==> config.mk <==
export PLATFORM = sky130hd
export DESIGN_NAME = mem_trigger_sequencer
export DESIGN_NICKNAME = d
export VERILOG_FILES = /design/src/rtl/mem_trigger_sequencer.sv
export SDC_FILE = /design/constraint.sdc
export NUM_CORES = 1
export LEC_CHECK = 0
export BUFFER_PORTS_ARGS = -buffer_cell sky130_fd_sc_hd__buf_4
export CAP_MARGIN = 15
export CORE_AREA = 2 2 84 146
export CTS_BUF_LIST = sky130_fd_sc_hd__clkbuf_8
export CTS_CLUSTER_DIAMETER = 80
export DETAILED_ROUTE_END_ITERATION = 8
export DIE_AREA = 0 0 86 148
export PLACE_DENSITY = 0.75
export SYNTH_ARGS = -nofsm -noshare
export SYNTH_HDL_FRONTEND = slang
export SYNTH_SLANG_ARGS = --single-unit
==> constraint.sdc <==
create_clock -name i_clk -period 4.03 [get_ports i_clk]
set_input_delay 0.6045 -clock i_clk [delete_from_list [all_inputs] [get_ports i_clk]]
set_output_delay 0.6045 -clock i_clk [all_outputs]
set_load 0.005 [all_outputs]
==> src/rtl/mem_trigger_sequencer.sv <==
// mem_trigger_sequencer
// Plays back trigger entries stored in an external synchronous RAM. Each entry
// is {ch_mask, time}. When the internal timer reaches the entry time, a
// one-cycle pulse equal to ch_mask is driven on o_trigger. The timer counts
// from the start pulse (absolute mode) or from the previous fire (delta mode).
// The sequence stops after a latched number of triggers.
//
// Optional feature macro: TRIG_LATE_FLAG_EN
//   defined   -> late detection (o_late, o_late_sticky) is built
//   undefined -> o_late and o_late_sticky are tied to 0
//
// Handshake: o_rd_req is a one-cycle strobe that carries o_rd_addr in the same
// cycle; the RAM returns {ch_mask, time} on i_rd_data exactly MEM_LAT cycles
// later with no back-pressure. i_start is accepted only in IDLE and only when
// i_abort is low; i_abort takes effect in any non-IDLE state.
//
// Timing notes: the first read is issued from a register in the cycle after
// start. Follow-up reads are issued combinationally in the very cycle a trigger
// fires, so the entry register is refilled one cycle sooner than after start.
// r_lat_cnt therefore counts cycles since the read strobe, whichever path
// issued it, and the entry is captured when it equals MEM_LAT.
module mem_trigger_sequencer #(
  parameter int TIME_W  = 30,
  parameter int ADDR_W  = 14,
  parameter int NUM_CH  = 4,
  parameter int MEM_LAT = 2
) (
  input  logic                     i_clk,
  input  logic                     i_reset_n,
  input  logic                     i_start,
  input  logic                     i_abort,
  input  logic                     i_mode_delta,
  input  logic [ADDR_W-1:0]        i_total_trigger,
  output logic                     o_rd_req,
  output logic [ADDR_W-1:0]        o_rd_addr,
  input  logic [NUM_CH+TIME_W-1:0] i_rd_data,
  output logic [NUM_CH-1:0]        o_trigger,
  output logic                     o_busy,
  output logic                     o_done,
  output logic [ADDR_W-1:0]        o_trigger_gen,
  output logic                     o_late,
  output logic                     o_late_sticky,
  output logic [1:0]               o_dbg_state
);

  localparam int                LAT_W    = $clog2(MEM_LAT + 2);
  localparam logic [LAT_W-1:0]  LAT_LAST = LAT_W'(MEM_LAT);
  localparam logic [LAT_W-1:0]  LAT_ONE  = LAT_W'(1);
  localparam logic [ADDR_W-1:0] ADDR_ONE = ADDR_W'(1);
  localparam logic [TIME_W-1:0] TIME_ONE = TIME_W'(1);

  typedef enum logic [1:0] {
    S_IDLE  = 2'd0,
    S_FETCH = 2'd1,
    S_ARMED = 2'd2,
    S_DONE  = 2'd3
  } state_t;

  state_t              r_state;
  state_t              w_next_state;

  logic [LAT_W-1:0]    r_lat_cnt;
  logic [TIME_W-1:0]   r_timer;
  logic [TIME_W-1:0]   r_entry_time;
  logic [NUM_CH-1:0]   r_entry_mask;
  logic                r_mode_delta;
  logic [ADDR_W-1:0]   r_total;
  logic [ADDR_W-1:0]   r_gen;
  logic [ADDR_W-1:0]   r_addr;
  logic                r_rd_req_first;

  logic                w_accept;
  logic                w_abort;
  logic                w_fire;
  logic                w_last;
  logic                w_fetch_next;
  logic                w_latch;
  logic                w_late;
  logic [ADDR_W-1:0]   w_gen_inc;
  logic [ADDR_W-1:0]   w_addr_inc;

  // Event decode shared by the FSM and the datapath registers
  always_comb begin
    w_accept     = (r_state == S_IDLE) && i_start && !i_abort;
    w_abort      = (r_state != S_IDLE) && i_abort;
    w_fire       = (r_state == S_ARMED) && !i_abort && (r_timer >= r_entry_time);
    w_gen_inc    = r_gen + ADDR_ONE;
    w_addr_inc   = r_addr + ADDR_ONE;
    w_last       = (w_gen_inc == r_total);
    w_fetch_next = w_fire && !w_last;
    w_latch      = (r_state == S_FETCH) && !i_abort && (r_lat_cnt == LAT_LAST);
  end

  // FSM state register
  always_ff @(posedge i_clk) begin
    if (!i_reset_n) begin
      r_state <= S_IDLE;
    end else begin
      r_state <= w_next_state;
    end
  end

  // FSM next-state logic
  always_comb begin
    w_next_state = r_state;
    case (r_state)
      S_IDLE: begin
        if (w_accept) begin
          w_next_state = (i_total_trigger == '0) ? S_DONE : S_FETCH;
        end
      end
      S_FETCH: begin
        if (i_abort) begin
          w_next_state = S_IDLE;
        end else if (r_lat_cnt == LAT_LAST) begin
          w_next_state = S_ARMED;
        end
      end
      S_ARMED: begin
        if (i_abort) begin
          w_next_state = S_IDLE;
        end else if (w_fire) begin
          w_next_state = w_last ? S_DONE : S_FETCH;
        end
      end
      S_DONE: begin
        w_next_state = S_IDLE;
      end
      default: begin
        w_next_state = S_IDLE;
      end
    endcase
  end

  // Sequence configuration captured when a start is accepted
  always_ff @(posedge i_clk) begin
    if (!i_reset_n) begin
      r_mode_delta <= 1'b0;
      r_total      <= '0;
    end else if (w_accept) begin
      r_mode_delta <= i_mode_delta;
      r_total      <= i_total_trigger;
    end
  end

  // Cycles elapsed since the current read strobe
  always_ff @(posedge i_clk) begin
    if (!i_reset_n) begin
      r_lat_cnt <= '0;
    end else if (w_accept) begin
      r_lat_cnt <= '0;
    end else if (w_fetch_next) begin
      r_lat_cnt <= LAT_ONE;
    end else if (r_state == S_FETCH) begin
      r_lat_cnt <= r_lat_cnt + LAT_ONE;
    end
  end

  // Entry register loaded when the RAM data is due
  always_ff @(posedge i_clk) begin
    if (!i_reset_n) begin
      r_entry_time <= '0;
      r_entry_mask <= '0;
    end else if (w_latch) begin
      r_entry_time <= i_rd_data[TIME_W-1:0];
      r_entry_mask <= i_rd_data[TIME_W +: NUM_CH];
    end
  end

  // Saturating timer: 1 the cycle after start, and after each fire in delta mode
  always_ff @(posedge i_clk) begin
    if (!i_reset_n) begin
      r_timer <= '0;
    end else if (w_accept) begin
      r_timer <= TIME_ONE;
    end else if (w_fire && r_mode_delta) begin
      r_timer <= TIME_ONE;
    end else if ((r_state != S_IDLE) && (r_timer != '1)) begin
      r_timer <= r_timer + TIME_ONE;
    end
  end

  // Fired-trigger counter, holds after done/abort until the next start
  always_ff @(posedge i_clk) begin
    if (!i_reset_n) begin
      r_gen <= '0;
    end else if (w_accept) begin
      r_gen <= '0;
    end else if (w_fire) begin
      r_gen <= w_gen_inc;
    end
  end

  // Current RAM address and the registered first read strobe
  always_ff @(posedge i_clk) begin
    if (!i_reset_n) begin
      r_addr         <= '0;
      r_rd_req_first <= 1'b0;
    end else begin
      r_rd_req_first <= w_accept && (i_total_trigger != '0);
      if (w_accept) begin
        r_addr <= (i_total_trigger != '0) ? ADDR_ONE : '0;
      end else if (w_abort) begin
        r_addr <= '0;
      end else if (w_fetch_next) begin
        r_addr <= w_addr_inc;
      end
    end
  end

`ifdef TRIG_LATE_FLAG_EN
  logic r_late_sticky;

  assign w_late = w_fire && (r_timer > r_entry_time);

  // Sticky late flag, cleared only by an accepted start or reset
  always_ff @(posedge i_clk) begin
    if (!i_reset_n) begin
      r_late_sticky <= 1'b0;
    end else if (w_accept) begin
      r_late_sticky <= 1'b0;
    end else if (w_late) begin
      r_late_sticky <= 1'b1;
    end
  end

  assign o_late_sticky = r_late_sticky;
`else
  assign w_late        = 1'b0;
  assign o_late_sticky = 1'b0;
`endif

  // Output drive: fire-cycle pulses are combinational so they line up with the
  // timer value that satisfied the compare
  always_comb begin
    o_rd_req      = r_rd_req_first || w_fetch_next;
    o_rd_addr     = w_fetch_next ? w_addr_inc : r_addr;
    o_trigger     = w_fire ? r_entry_mask : '0;
    o_late        = w_late;
    o_busy        = (r_state == S_FETCH) || (r_state == S_ARMED);
    o_done        = (r_state == S_DONE) && !i_abort;
    o_trigger_gen = r_gen;
    o_dbg_state   = r_state;
  end

endmodule

==> results of run 1 <==
layer usage:
layer  vias to the layer above  share of wire (%)  GRT usage, %
met5                         -                  0             0
li1                       2850                  -             -
met4                         0                2.9          9.21
met1                      2684                 38          26.0
met2                       161                 55          44.8
met3                        34                4.4          3.18
sequential cells by signal, summed over array words and instances, names as in the netlist:
signal / cells
r_entry_mask: 4
o_trigger_gen: 14
r_lat_cnt: 2
r_entry_time: 30
o_dbg_state: 2
r_mode_delta: 1
r_addr: 14
r_timer: 30
r_total: 14
r_rd_req_first: 1
cell type report:
class,instances,area share [%]
well taps,135,2.38
inverters,43,2.27
flip-flops and latches,112,31.6
clock buffers,9,1.74
clock inverters,7,0.599
repair buffers,102,10.8
multi-input cells,590,50.6
repair_timing:
item | in CTS | in global routing
endpoints found under the setup margin | 0 | 7
gates resized for setup | 0 | 2
setup buffers | 0 | 3
worst reg2reg max path: stages (launching register included):
cell      delay (ns)
dfxtp_1         0.37
ha_1            0.31
nand2_1         0.09
nor4_2          0.40
inv_1           0.07
o211ai_1        0.36
a22oi_2         0.28
buf_4           0.23
buf_4           0.19
or4_2           0.55
a21oi_1         0.15
through the flow:
step,utilization [%],cell area [sq um]
2_1_floorplan,-,6170
3_3_place_gp,59.9,6900
3_5_place_dp,59.9,6900
4_1_cts,61.4,7070
5_1_grt,61.7,7100
6_report,61.7,7100
synthesized netlist by cell type, types with 2 or more instances:
library cell / number / area share, %
inv_1: 41 / 2.5
and4_1: 7 / 0.99
clkbuf_1: 27 / 1.6
a221oi_1: 2 / 0.28
o21ai_0: 23 / 1.9
buf_6: 3 / 0.55
nor4_1: 9 / 0.91
a21o_1: 5 / 0.61
nand2b_1: 10 / 1.0
and2_1: 9 / 0.91
nand4_1: 24 / 2.4
or4_2: 6 / 0.85
buf_2: 4 / 0.32
buf_4: 5 / 0.61
nor2_1: 45 / 2.7
dfxtp_1: 112 / 36
a211oi_1: 3 / 0.37
nand3b_1: 2 / 0.24
mux2i_1: 6 / 0.97
and3_1: 16 / 1.6
ha_1: 38 / 7.7
or2_2: 2 / 0.20
xnor2_1: 22 / 3.1
xor2_1: 34 / 4.8
nor3_1: 9 / 0.73
o31ai_1: 8 / 0.97
nand3_1: 34 / 2.8
or3_1: 10 / 1.0
a21oi_1: 87 / 7.1
a31oi_1: 2 / 0.20
o211ai_1: 3 / 0.37
a211o_1: 5 / 0.71
nand2_1: 139 / 8.5
nor2b_1: 3 / 0.30
cell families (layout without fill, tap and decap cells):
family,count (synthesis),after routing
compound gates,147,147
xor+xnor,56,56
fa+ha+maj,38,38
buf+inv,82,161
flops,112,112
mux,6,6
other cells,1,2
simple gates,341,341
worst max-delay path by stage:
stage | endpoint | slack [ns]
2_1_floorplan | o_rd_addr[6] | 0.76
3_3_place_gp | o_rd_addr[4] | 0.60
3_5_place_dp | o_rd_addr[7] | 0.52
4_1_cts | o_rd_addr[7] | 0.09
5_1_grt | o_rd_addr[6] | -0.03
6_report | o_rd_addr[6] | 0.13
power by group:
group | total [mW] | internal, mW | switching [mW]
sequential | 1.21 | 1.16 | 0.0501
clock | 0.598 | 0.220 | 0.378
combinational | 0.540 | 0.233 | 0.307
==> impl_metrics.json, run 1 <==
{
  "outcome": "complete, no violations",
  "die_x_microns": 86,
  "min_from": "r_entry_mask[1]$_SDFFE_PN0P_",
  "antenna_found_initial": 0,
  "layout_common_cells": "nand2_1 (139), dfxtp_1 (112), buf_4 (102)",
  "clock-sinks": 112,
  "clk_latency_ns": 0.38,
  "yosys_register_bits": 112,
  "layout_setup_ws_ns": 0.135,
  "slew_headroom_pct": 31.3,
  "timing.rr.start": "r_timer[21]$_SDFFE_PP0P_",
  "cts_tree": "built",
  "reg2reg_to": "o_trigger_gen[5]$_SDFFE_PP0N_",
  "core-area_sq_mm": 0.0115,
  "synthAdderAreaFrac_pct": 7.71,
  "cts_hold_buf": 0,
  "clockBufferDepth": 2,
  "clockRootBuffer": "clkbuf_8",
  "ff2ff_setup_slack_ns": 0.97,
  "area_growth_pct": 15.2,
  "peakVddDrop_mv": 0.206,
  "dr.pass1.iters": 4,
  "max_stage_delay_ns": 0.55,
  "start_util_pct": 53.5,
  "boundaryPins": 92,
  "fin_setup_tns_ns": 0,
  "ant_nets": 0,
  "grt_pass1_vias": 5460,
  "synthFlopType": "dfxtp_1",
  "crit_buf_inv": 1,
  "start_kind": "flop",
  "final_common_cell": "nand2_1",
  "wl_microns": 14800,
  "ys_types": 62,
  "grt_usage_pct": 23.7,
  "drc": 0,
  "hold_viol_final": 0,
  "synth_compound_gate_area_share_pct": 13.6,
  "fill_cells": 1058,
  "final_cells": 998,
  "drv_slew": 0,
  "crit_slowest_cell": "or4_4",
  "die_h_microns": 148,
  "tightest_slew_ns": 1.02,
  "async_flop_share_pct": 0,
  "worstSetupPathType": "flop to primary output",
  "path_cells": "ha_1 -> and2_1 -> nand3_1 -> xnor2_1 -> or4_4 -> or3b_1 -> and3_4 -> xor2_1 -> buf_4",
  "r2r_cells": 10,
  "place_hpwl_microns": 11300,
  "vias": 5729,
  "min_path_cells": 2,
  "avgSynthCellArea_sq_um": 7.87,
  "antenna_cells": 0,
  "drt_iter0_markers": 312,
  "synth_top_family_by_area": "simple AND/OR/NAND/NOR gates",
  "multi_input_area_sq_mm": 0.00360,
  "timing.fmax_mhz": 257,
  "ys_warn_count": 0,
  "yosys.area_share.simple_pct": 27.6,
  "fin_hold_ws_ns": 0.457,
  "power_mw": 2.35,
  "end_kind": "primary output",
  "seq_area_frac_synth_pct": 36.4,
  "arrival_ns": 3.29,
  "worstHoldPathType": "flop to flop",
  "grt_overflow": 0,
  "drv_cap": 0,
  "dieArea_sq_mm": 0.0127,
  "fin_crit_ns": 3.90,
  "syn-instance-count": 783,
  "core.rowCount": 52,
  "dp.cells": 979,
  "wl_per_cell_microns": 14.8,
  "worstSetupStartpoint": "o_trigger_gen[0]$_SDFFE_PP0N_",
  "synth.area.mux_share_pct": 0.974,
  "critical-path-top-delay-family": "simple AND/OR/NAND/NOR gates",
  "worstHoldEndpoint": "r_entry_mask[1]$_SDFFE_PN0P_",
  "via_per_inst": 5.74,
  "finalClockSkew_ns": 0.0156,
  "nets": 949,
  "seqCellArea_sq_mm": 0.00224,
  "synth_edf_count": 0,
  "grt_max_degree": 53,
  "clk_pin_slew_ns": 0.11,
  "h-tree-depth": 3,
  "syn_area_sq_mm": 0.00617,
  "cts_made_buffers": 9,
  "grt_pass1_wl_microns": 24800,
  "final.period_utilization_pct": 96.7,
  "p_leak_nw": 2.81,
  "dp_slack_ns": 0.516,
  "critical_path_required_ns": 3.43,
  "setup_violations": 0,
  "layout-drive-gt1-share_pct": 16.0,
  "place_congestion": 0.869,
  "worstPathMaxFanout": 8,
  "synth-xor-area-share_pct": 7.95,
  "path_depth": 9,
  "pwr_density_cell_mw_per_mm2": 331,
  "io_buffers": 89
}
No activity file was read; power rests on OpenSTA's default activity.
==> run 2: changes to the inputs <==
--- a/config.mk
+++ b/config.mk
@@ -12,6 +12,7 @@
 export CTS_CLUSTER_DIAMETER = 80
 export DETAILED_ROUTE_END_ITERATION = 8
 export DIE_AREA = 0 0 86 148
+export GPL_ROUTABILITY_DRIVEN = 0
 export PLACE_DENSITY = 0.75
 export SYNTH_ARGS = -nofsm -noshare
 export SYNTH_HDL_FRONTEND = slang
==> constraint.sdc (replaced) <==
create_clock -name i_clk -period 4.03 [get_ports i_clk]
set_input_delay 0.6045 -clock i_clk [delete_from_list [all_inputs] [get_ports i_clk]]
set_output_delay 0.6045 -clock i_clk [all_outputs]
set_load 0.1 [all_outputs]
==> impl_metrics.json, run 2 (synthesis results as in run 1) <==
{
  "outcome": "complete, no violations",
  "nets": 957,
  "layout-drive-gt1-share_pct": 19.4,
  "cts_tree": "built",
  "place_hpwl_microns": 11400,
  "multi_input_area_sq_mm": 0.00374,
  "grt_max_degree": 53,
  "clock-sinks": 112,
  "grt_setup_unrepaired": "yes",
  "io_buffers": 89,
  "cts_made_buffers": 9,
  "finalClockSkew_ns": 0.0116,
  "worstPathMaxFanout": 8,
  "placed_area_sq_mm": 0.00706,
  "arrival_ns": 3.34,
  "grt_pass1_vias": 5403,
  "area_growth_pct": 19.4,
  "antenna_found_initial": 0,
  "layout_common_cells": "nand2_1 (139), dfxtp_1 (101), buf_4 (100)",
  "boundaryPins": 92,
  "core.rowCount": 52,
  "drv_slew": 0,
  "h-tree-depth": 3,
  "tightest_slew_ns": 1.05,
  "drv_cap": 0,
  "p_leak_nw": 2.89,
  "timing.fmax_mhz": 253,
  "switchingPower_uw": 978,
  "ant_nets": 0,
  "clockRootBuffer": "clkbuf_8",
  "core-area_sq_mm": 0.0115,
  "clk_latency_ns": 0.39,
  "switching_share_pct": 37.2,
  "fin_setup_tns_ns": 0,
  "top_regs": "r_entry_time: 30 flops, r_timer: 30 flops",
  "worstHoldPathType": "primary input to flop",
  "wl_per_cell_microns": 15.3,
  "intPower_mw": 1.65,
  "hold_viol_final": 0,
  "fin_crit_ns": 3.95,
  "pwr_density_cell_mw_per_mm2": 357,
  "dp_slack_ns": 0.281,
  "seqPwrFrac_pct": 46.2,
  "end_kind": "primary output",
  "critical_path_required_ns": 3.43,
  "power_frac_comb_pct": 29.3,
  "worstSetupPathType": "flop to primary output",
  "design_area_sq_mm": 0.00736,
  "peakVddDrop_mv": 0.226,
  "drt_iter0_markers": 300,
  "final_common_cell": "nand2_1",
  "fill_cells": 1045,
  "grt_overflow": 0,
  "wl_microns": 15400,
  "grt_usage_pct": 23.9,
  "vias": 5807,
  "power_mw": 2.63,
  "clockPowerShare_pct": 24.5,
  "min_from": "i_rd_data[33]",
  "slew_headroom_pct": 29.9,
  "antenna_cells": 0,
  "die_x_microns": 86,
  "start_kind": "flop",
  "worstSetupStartpoint": "o_trigger_gen[0]$_SDFFE_PP0N_",
  "dieArea_sq_mm": 0.0127,
  "timing.rr.start": "r_entry_time[21]$_SDFFE_PN0P_",
  "seqCellArea_sq_mm": 0.00226,
  "grt_pass1_wl_microns": 24700,
  "via_per_inst": 5.77,
  "dr.pass1.iters": 5,
  "die_h_microns": 148,
  "start_util_pct": 53.5,
  "setup_violations": 0,
  "layout_setup_ws_ns": 0.0835,
  "clockBufferDepth": 2,
  "clk_pin_slew_ns": 0.11,
  "drc": 0,
  "final.period_utilization_pct": 97.9
}
[run 2: worst paths after layout]
| path | endpoint | slack, ns | cells after the start |
|---|---|---|---|
| worst max-delay path | o_rd_addr[9] | 0.08 | 10 |
| worst min-delay path | r_entry_mask[3]$_SDFFE_PN0P_ | 0.45 | 3 |
| worst max register to register | o_trigger_gen[5]$_SDFFE_PP0N_ | 0.95 | 13 |
| worst min register to register | r_entry_time[18]$_SDFFE_PN0P_ | 0.46 | 2 |
[run 2: worst max-delay path, stage by stage (launching register included)]
cell,delay [ns]
dfxtp_4,0.39
ha_1,0.33
xor2_1,0.15
a211o_1,0.27
a211o_1,0.23
or4_4,0.46
nor3b_4,0.40
nor3_1,0.13
buf_4,0.18
xor2_4,0.11
buf_4,0.30
[run 2: stage by stage]
step / utilization [%] / instances / hold slack, ns
finish: 63.9 / 1006 / 0.448
CTS: 63.0 / 999 / 0.439
detailed placement: 61.3 / 983 / 0.444
global route: 63.9 / 1006 / 0.428
floorplan: - / 784 / 0.432
global placement: 61.3 / 983 / 0.438
[run 2: repair_timing]
action	4_1_cts	5_1_grt
gates resized for setup	2	14
hold buffers	0	0
setup buffers	0	6
gates cloned	0	1
pin swaps	0	4
setup endpoints to repair	7	14
[run 2: per-layer routing]
metal | global-route usage (%) | part of all wire [%] | vias to the layer above | wire length, microns
met1 | 26.2 | 37 | 2722 | 5690
met4 | 11.5 | 3.7 | 0 | 571
li1 | - | - | 2871 | -
met5 | 0 | 0 | - | 0
met2 | 43.1 | 54 | 169 | 8380
met3 | 4.75 | 5.2 | 45 | 804
[run 2: cell type report]
class | count | area share [%]
clock buffer | 9 | 1.68
clock inverter | 7 | 0.765
inverter | 43 | 2.19
multi-input combinational | 591 | 50.8
sequential | 112 | 30.7
tap | 135 | 2.29
timing repair buffer | 109 | 11.6
[run 2: power by group through the flow]
stage	combinational, mW	clock (mW)	sequential [mW]
4_1_cts	0.727	0.654	1.21
2_1_floorplan	0.493	0	1.29
5_1_grt	0.830	0.699	1.22
3_3_place_gp	0.704	0	1.24
6_report	0.770	0.645	1.22
3_5_place_dp	0.720	0	1.24
